<file path="src/rtl/pipelined_cla_adder.sv">
// Pipelined carry-lookahead adder/subtractor, one GROUP-bit lookahead group per stage.
// Define CLA_ADDER_FLAGS_EN to build the registered ovf and zero flags.
module pipelined_cla_adder #(
   parameter int WIDTH = 16,
   parameter int GROUP = 4
) (
   input  logic             clk,
   input  logic             rst_n,
   input  logic             in_valid,
   output logic             in_ready,
   input  logic [WIDTH-1:0] a,
   input  logic [WIDTH-1:0] b,
   input  logic             cin,
   input  logic             sub,
   output logic             out_valid,
   input  logic             out_ready,
   output logic [WIDTH-1:0] sum,
   output logic             cout,
   output logic             ovf,
   output logic             zero
);

   localparam int L = WIDTH / GROUP;

   logic             en;
   logic [WIDTH-1:0] b_eff;
   logic             c_eff;

   assign b_eff = b ^ {WIDTH{sub}};
   assign c_eff = cin ^ sub;

   // Each carry is a flat sum of products: no carry feeds another carry.
   function automatic logic [GROUP:0] cla(
      input logic [GROUP-1:0] p,
      input logic [GROUP-1:0] g,
      input logic             ci
   );
      logic [GROUP:0] c;
      logic           t;
      logic           pr;
      c    = '0;
      c[0] = ci;
      for (int i = 0; i < GROUP; i++) begin
         t = ci;
         for (int j = 0; j <= i; j++)
            t = t & p[j];
         for (int j = 0; j <= i; j++) begin
            pr = g[j];
            for (int m = j + 1; m <= i; m++)
               pr = pr & p[m];
            t = t | pr;
         end
         c[i+1] = t;
      end
      return c;
   endfunction

   genvar k;
   generate
      for (k = 0; k < L; k++) begin : stg
         localparam int RW = WIDTH - k * GROUP;
         localparam int SW = (k + 1) * GROUP;

         logic [RW-1:0]    src_a;
         logic [RW-1:0]    src_b;
         logic             src_c;
         logic             src_v;
         logic [GROUP-1:0] p;
         logic [GROUP-1:0] g;
         logic [GROUP:0]   cc;
         logic [GROUP-1:0] gs;
         logic [SW-1:0]    nxt_s;
         logic             v_q;
         logic             c_q;
         logic [SW-1:0]    s_q;

         if (k == 0) begin : head
            assign src_a = a;
            assign src_b = b_eff;
            assign src_c = c_eff;
            assign src_v = in_valid;
            assign nxt_s = gs;
         end else begin : body
            assign src_a = stg[k-1].fwd.a_q;
            assign src_b = stg[k-1].fwd.b_q;
            assign src_c = stg[k-1].c_q;
            assign src_v = stg[k-1].v_q;
            assign nxt_s = {gs, stg[k-1].s_q};
         end

         assign p  = src_a[GROUP-1:0] ^ src_b[GROUP-1:0];
         assign g  = src_a[GROUP-1:0] & src_b[GROUP-1:0];
         assign cc = cla(p, g, src_c);
         assign gs = p ^ cc[GROUP-1:0];

         always_ff @(posedge clk or negedge rst_n) begin
            if (!rst_n) begin
               v_q <= 1'b0;
               c_q <= 1'b0;
               s_q <= '0;
            end else if (en) begin
               v_q <= src_v;
               c_q <= cc[GROUP];
               s_q <= nxt_s;
            end
         end

         // Only the not-yet-resolved operand groups travel forward.
         if (k < L - 1) begin : fwd
            logic [RW-GROUP-1:0] a_q;
            logic [RW-GROUP-1:0] b_q;
            always_ff @(posedge clk or negedge rst_n) begin
               if (!rst_n) begin
                  a_q <= '0;
                  b_q <= '0;
               end else if (en) begin
                  a_q <= src_a[RW-1:GROUP];
                  b_q <= src_b[RW-1:GROUP];
               end
            end
         end
      end
   endgenerate

   assign out_valid = stg[L-1].v_q;
   assign sum       = stg[L-1].s_q;
   assign cout      = stg[L-1].c_q;
   assign en        = !out_valid || out_ready;
   assign in_ready  = en;

`ifdef CLA_ADDER_FLAGS_EN
   logic ovf_q;
   logic zero_q;

   always_ff @(posedge clk or negedge rst_n) begin
      if (!rst_n) begin
         ovf_q  <= 1'b0;
         zero_q <= 1'b0;
      end else if (en) begin
         ovf_q  <= stg[L-1].cc[GROUP-1] ^ stg[L-1].cc[GROUP];
         zero_q <= ~|stg[L-1].nxt_s;
      end
   end

   assign ovf  = ovf_q;
   assign zero = zero_q;
`else
   assign ovf  = 1'b0;
   assign zero = 1'b0;
`endif

endmodule

</file>
<file path="config.mk">
export PLATFORM = sky130hd
export DESIGN_NAME = pipelined_cla_adder
export DESIGN_NICKNAME = d
export VERILOG_FILES = /design/src/rtl/pipelined_cla_adder.sv
export SDC_FILE = /design/constraint.sdc
export NUM_CORES = 1
export LEC_CHECK = 0
export BUFFER_PORTS_ARGS = -buffer_cell sky130_fd_sc_hd__buf_4
export CORE_MARGIN = 2
export CORE_UTILIZATION = 52
export DETAILED_ROUTE_END_ITERATION = 8
export GPL_ROUTABILITY_DRIVEN = 0
export PLACE_DENSITY = 0.75
export REMOVE_ABC_BUFFERS = 1
export SYNTH_ARGS = -nofsm -noshare
export SYNTH_HDL_FRONTEND = slang
export SYNTH_SLANG_ARGS = --single-unit
</file>
<file path="constraint.sdc">
create_clock -name clk -period 1.8 [get_ports clk]
set_input_delay 0.09 -clock clk [delete_from_list [all_inputs] [get_ports clk]]
set_output_delay 0.09 -clock clk [all_outputs]
set_load 0.05 [all_outputs]
</file>
==> metrics, run 1 <==
largest net degree at the start of global routing 67; Core Area 8175 sq um; top cells by area, synth dfrtp_1 55%, nand2_1 18%, ha_1 5.7%; first-pass GRT wire length between 10 and 15 mm; Period Utilization, post-route 98.15%; Yosys top cell by area dfrtp_1; initial antenna violation count 0; vias in the first global route 3066; WL per Instance about 12 um; total grt overflow 0; Post-DP HPWL slightly above 5 mm; Area growth syn-to-layout 20.89%; post-synthesis cell count between 400 and 500; LEAKAGE between 0.002 and 0.003 uW; via count about 3100; Hold WS around 0.017 ns; critical-path cell list ha_1 -> ha_2 -> o211a_1 -> or3_1 -> a31o_1; critical path launch point type flop; worst hold start b[14]; Fin. Hold Viols 0; crit path capture type flop; # clock sinks 96; Placement Cell Area approximately 4900 sq um; Nets 586; Power Dens Cells around 1700 nW/um^2; register clock-pin slew on the reported worst setup and hold paths around 0.09 ns; Min-Delay Path Depth 3; WS Path Type flop to flop; fin crit period around 1.8 ns; Max Slew Vio Count 0; Die W between 90 and 100 um; maximum VDD drop roughly 0.00067 V; max-cap viol count 0; DRT Wirelength between 7 and 8 mm; register area share after synthesis a little under three fifths; routed vias/inst slightly below 5; Synth top area share a little under three fifths; count of final setup violators 0; worst flop-to-flop path endpoint stg[2].s_q[11]; status finished clean; Die Y roughly 96 um; clk_skew ~0.012 ns; Crit-path slowest cell dfrtp_1; buffer and inverter count on the worst path 0; f_max approximately 0.57 GHz; Pre-antenna DRT Iters 4; library cells used by synthesis 28; GRT Util Overall 19.15%; worst hold path type primary input to flop; Worst Path Required approximately 2.0 ns; IO Pins 59; reg2reg path depth 5; worst-skew pair later-pin latency approximately 0.35 ns; antenna diode count 0; CTS tree yes; DRC viols 0; post-route cell area 5264 sq um; Synth Area per Inst 9.528 sq um; die footprint ~9000 sq um; r2r setup slk around 0.033 ns; H-tree depth 3; port bufs 56; most frequent cells in the layout 203 x nand2_1, 96 x dfrtp_1, 62 x buf_4; most common cell after layout, fill and taps aside nand2_1; Starting Density between 50% and 60%; Root Driver clkbuf_8; RR Startpoint stg[1].fwd.b_q[0]; Post-DRT Antenna Nets 0; warning count from the yosys run 0; cell row count 33; Crit Path Max Fanout 2; crit path DAT 2.01 ns; layout cell share with drive strength beyond 1 approximately 16%; Post-Syn Area roughly 4400 sq um; Yosys reg bits 96; Top delay family on crit path adder cells; Worst Hold Path EP stg[0].fwd.b_q[10]; maximum root-to-sink buffer count 2; total CTS buffers 9; DR iter-0 viols roughly 150; Fill cells ~710; CP peak stage delay 0.39 ns
## through the flow
| stage | instances | TNS, ns | total power, uW | worst slack, ns | util, % |
|---|---|---|---|---|---|
| after floorplan | 433 | -406.94 | 6311 | -4.717 | - |
| after global placement | 602 | 0 | 7228 | 0.05286 | 59.55 |
| after detailed placement | 602 | 0 | 7421 | 0.004302 | 59.55 |
| after CTS | 631 | 0 | 9116 | 0.01287 | 64.17 |
| after global routing | 633 | -0.0002609 | 9783 | -0.0002609 | 64.39 |
| final | 633 | 0 | 9045 | 0.03327 | 64.39 |
## cell usage after synthesis
master	count
o211a_1	4
ha_1	20
o31a_1	2
nand2b_1	3
clkbuf_1	2
o21a_1	10
or3_1	2
fa_1	4
nor2_1	8
a31o_1	2
buf_2	10
and2_1	2
inv_1	9
buf_4	12
o31ai_1	6
nand2_1	203
conb_1	1
xnor2_1	13
nor2b_1	1
a22oi_1	2
dfrtp_1	96
buf_6	1
a21oi_1	6
nor3_1	6
o21ai_0	19
a21o_1	4
inv_2	1
xor2_1	8
## how the worst max path moves through the flow
stage | from | endpoint | slack, ns | depth (start not counted)
after floorplan | out_valid | stg[1].s_q[7] | -4.72 | 3
after global placement | stg[1].fwd.a_q[0] | stg[2].s_q[11] | 0.05 | 5
after detailed placement | stg[1].fwd.a_q[0] | stg[2].s_q[11] | 0.004 | 5
after CTS | stg[1].fwd.a_q[0] | stg[2].s_q[11] | 0.01 | 5
after global routing | stg[0].fwd.a_q[0] | stg[1].s_q[7] | -0.0003 | 5
final | stg[1].fwd.b_q[0] | stg[2].s_q[11] | 0.03 | 5
## where the power goes
part           internal, uW  switching (uW)
clock network           956             689
registers              3120             510
logic                  1480            2290
total                  5550            3490
## sequential cells by signal, indices dropped and copies added, names as in the netlist
register	flops
cout	1
out_valid	1
stg.c_q	3
stg.fwd.a_q	24
stg.fwd.b_q	24
stg.s_q	24
stg.v_q	3
sum	16
## metal layers
metal  up-vias  global-route usage (%)  share of wire [%]
li1       1574                       -                  -
met1      1487                   24.61                 45
met2        59                   32.34                 50
met3        14                   3.557                3.1
met4         0                   7.381                1.8
met5         -                       0                  0
## worst reg2reg max path, delay by kind of cell (launching register included)
| family | cells | cell delay, ns |
|---|---|---|
| and+or+nand+nor | 1 | 0.34 |
| AOI/OAI and AO/OA | 2 | 0.43 |
| adders and majority gates | 2 | 0.50 |
| DFF | 1 | 0.39 |
## area by class of cell
class / count / area, sq um / area share (%)
clock inverter: 3 / 90.09 / 1.711
clock buffer: 12 / 145.1 / 2.757
multi-input combinational: 327 / 1772 / 33.66
inverter: 10 / 37.54 / 0.7131
timing repair buffer: 80 / 685.7 / 13.03
tap: 105 / 131.4 / 2.496
sequential: 96 / 2402 / 45.64
## what timing repair did
item                       in CTS  in global routing
pin swaps                       0                  3
setup endpoints to repair       1                  2
hold buffers                   14                  0
buffers inserted                0                  2
hold endpoints to repair       45                  0
gates resized for setup         1                  1
cloned                          0                  0
## kinds of logic (layout without fill, tap and decap cells)
kind of cell	after synthesis	in the layout	share of synthesized area, %
AND/OR/NAND/NOR	225	225	20.03
flip-flops	96	96	55.17
AO/OA/AOI/OAI	55	55	8.391
buffers and inverters	35	105	4.512
adder cells (fa/ha/maj)	24	24	7.586
XOR/XNOR	21	21	4.224
other	1	2	0.08612
Power figures use the tool's default switching activity.
==> inputs of run 2 (changes only) <==
--- a/config.mk
+++ b/config.mk
@@ -6,11 +6,12 @@
 export NUM_CORES = 1
 export LEC_CHECK = 0
 export BUFFER_PORTS_ARGS = -buffer_cell sky130_fd_sc_hd__buf_4
-export CORE_MARGIN = 2
-export CORE_UTILIZATION = 52
+export CORE_ASPECT_RATIO = 1.5
+export CORE_MARGIN = 5
+export CORE_UTILIZATION = 40
 export DETAILED_ROUTE_END_ITERATION = 8
 export GPL_ROUTABILITY_DRIVEN = 0
-export PLACE_DENSITY = 0.75
+export PLACE_DENSITY = 0.6
 export REMOVE_ABC_BUFFERS = 1
 export SYNTH_ARGS = -nofsm -noshare
 export SYNTH_HDL_FRONTEND = slang
==> run 2 against run 1 <==
First-iteration DRC count down 24%. Design area is 2.4% higher. Fmax up 1.2%.
==> metrics, run 2 (synthesis gave the netlist of run 1 again) <==
Nets around 590; critical-path cell list ha_1 -> ha_2 -> o211a_1 -> or3_1 -> a31o_1; DRT Wirelength roughly 8.3 mm; WL per Instance between 10 and 15 um; via count roughly 3100; Worst Path Required a little over 2 ns; Post-DP HPWL roughly 5.7 mm; Top Layer Used met4; LEAKAGE roughly 0.0028 uW; worst hold path type primary input to flop; metal1 wirelength ~3.5 mm; Pre-antenna DRT Iters 4; first-pass GRT wire length ~14 mm; maximum root-to-sink buffer count 2; metal2 WL around 4.4 mm; most common cell after layout, fill and taps aside nand2_1; WS Path Type flop to flop; max-cap viol count 0; fin crit period about 1.7 ns; DRC viols 0; register clock-pin slew on the reported worst setup and hold paths 0.06 ns; Area growth syn-to-layout 23.74%; Crit-path slowest cell dfrtp_1; die footprint around 13000 sq um; port bufs 56; DR iter-0 viols 111; Top delay family on crit path adder cells; worst-skew pair later-pin latency 0.33 ns; buffer and inverter count on the worst path 0; # clock sinks 96; Max Slew Vio Count 0; H-tree depth 3; Setup Fix Bufs, Post-CTS 0; largest net degree at the start of global routing between 80 and 90; crit path capture type flop; CTS tree yes; GRT Util Overall 14.11%; clk_skew roughly 0.0070 ns; post-route cell area about 5400 sq um; Root Driver clkbuf_16; Core Area around 11000 sq um; largest registers stg.fwd.a_q: 24 flops, stg.fwd.b_q: 24 flops, stg.s_q: 24 flops; Placement Cell Area between 4000 and 5000 sq um; f_max roughly 0.57 GHz; Fin. Hold Viols 0; Die Y between 100 and 150 um; Starting Density around two fifths; count of final setup violators 0; met3 WL 251 um; Post-DRT Antenna Nets 0; routed vias/inst approximately 4.6; initial antenna violation count 0; Crit Path Max Fanout 2; Period Utilization, post-route slightly below 100%; layout cell share with drive strength beyond 1 between 15 and 20%; most frequent cells in the layout 203 x nand2_1, 96 x dfrtp_1, 66 x buf_4; total CTS buffers 9; critical path launch point type flop; crit path DAT 1.97 ns; total grt overflow 0; Post-Layout Cell Count 676; vias in the first global route approximately 3200; Fill cells about 1000; cell row count 46; Die W 95.19 um; placed insts ~650; status finished clean; CP peak stage delay about 0.38 ns; Setup TNS 0 ns; antenna diode count 0; IO Pins 59; maximum VDD drop a little over 0.0005 V; Power Dens Cells 1726 nW/um^2
-- run 2: changes by cell type in the layout (fill, tap and decap cells not counted), sizes merged --
cell    delta
buf        +3
clkbuf     +1
bufinv     -2
clkinv     +2
-- run 2: where the power goes --
part           switching, uW  total (uW)  internal (uW)
clock                    752        1900           1150
combinational           2300        3780           1480
sequential               493        3620           3120
total                   3550        9300           5750
-- run 2: final cells by class --
type | count | area (sq um) | area share (%)
sequential | 96 | 2402 | 44.59
multi-input combinational | 327 | 1772 | 32.88
timing repair buffer | 83 | 695.7 | 12.91
clock buffer | 13 | 260.3 | 4.830
tap | 144 | 180.2 | 3.344
clock inverter | 3 | 40.04 | 0.7431
inverter | 10 | 37.54 | 0.6967
-- run 2: metrics by stage --
stage | hold WS [ns] | power, uW | util [%] | setup slack (ns)
2_1_floorplan | -0.2056 | 6311 | - | -4.717
3_3_place_gp | -0.1065 | 7326 | 46.42 | 0.05186
3_5_place_dp | -0.1041 | 7493 | 46.42 | 0.01994
4_1_cts | 0.03590 | 9456 | 50.55 | 0.01035
5_1_grt | 0.05209 | 10090 | 50.60 | -0.0006430
6_report | 0.04717 | 9300 | 50.60 | 0.05457
-- run 2: worst paths after layout --
| path | start | end | slack (ns) | depth (start not counted) |
|---|---|---|---|---|
| setup / recovery | stg[1].fwd.b_q[0] | stg[2].s_q[11] | 0.05 | 5 |
| hold / removal | b[4] | stg[0].fwd.b_q[0] | 0.05 | 3 |
| setup reg to reg | stg[1].fwd.b_q[0] | stg[2].s_q[11] | 0.05 | 5 |
| hold reg to reg | stg[2].v_q | out_valid | 0.46 | 1 |
| max in group asynchronous | rst_n | sum[12] | 1.05 | 3 |
| min in group asynchronous | rst_n | sum[6] | 0.09 | 2 |
-- run 2: routing by layer --
metal | global-route usage [%] | vias up
li1 | - | 1590
met1 | 16.60 | 1460
met2 | 24.46 | 47
met3 | 2.787 | 13
met4 | 6.501 | 0
met5 | 0 | -
-- run 2: worst register-to-register path, delay by kind of cell, from the launching register on --
family | cells | cell delay [ns]
and+or+nand+nor | 1 | 0.34
AOI/OAI and AO/OA | 2 | 0.44
DFF | 1 | 0.38
adders and majority gates | 2 | 0.48
-- run 2: timing repair --
item	4_1_cts	5_1_grt
hold buffers	14	0
gates resized for setup	0	2
endpoints found under the hold margin	109	0
endpoints found under the setup margin	0	2
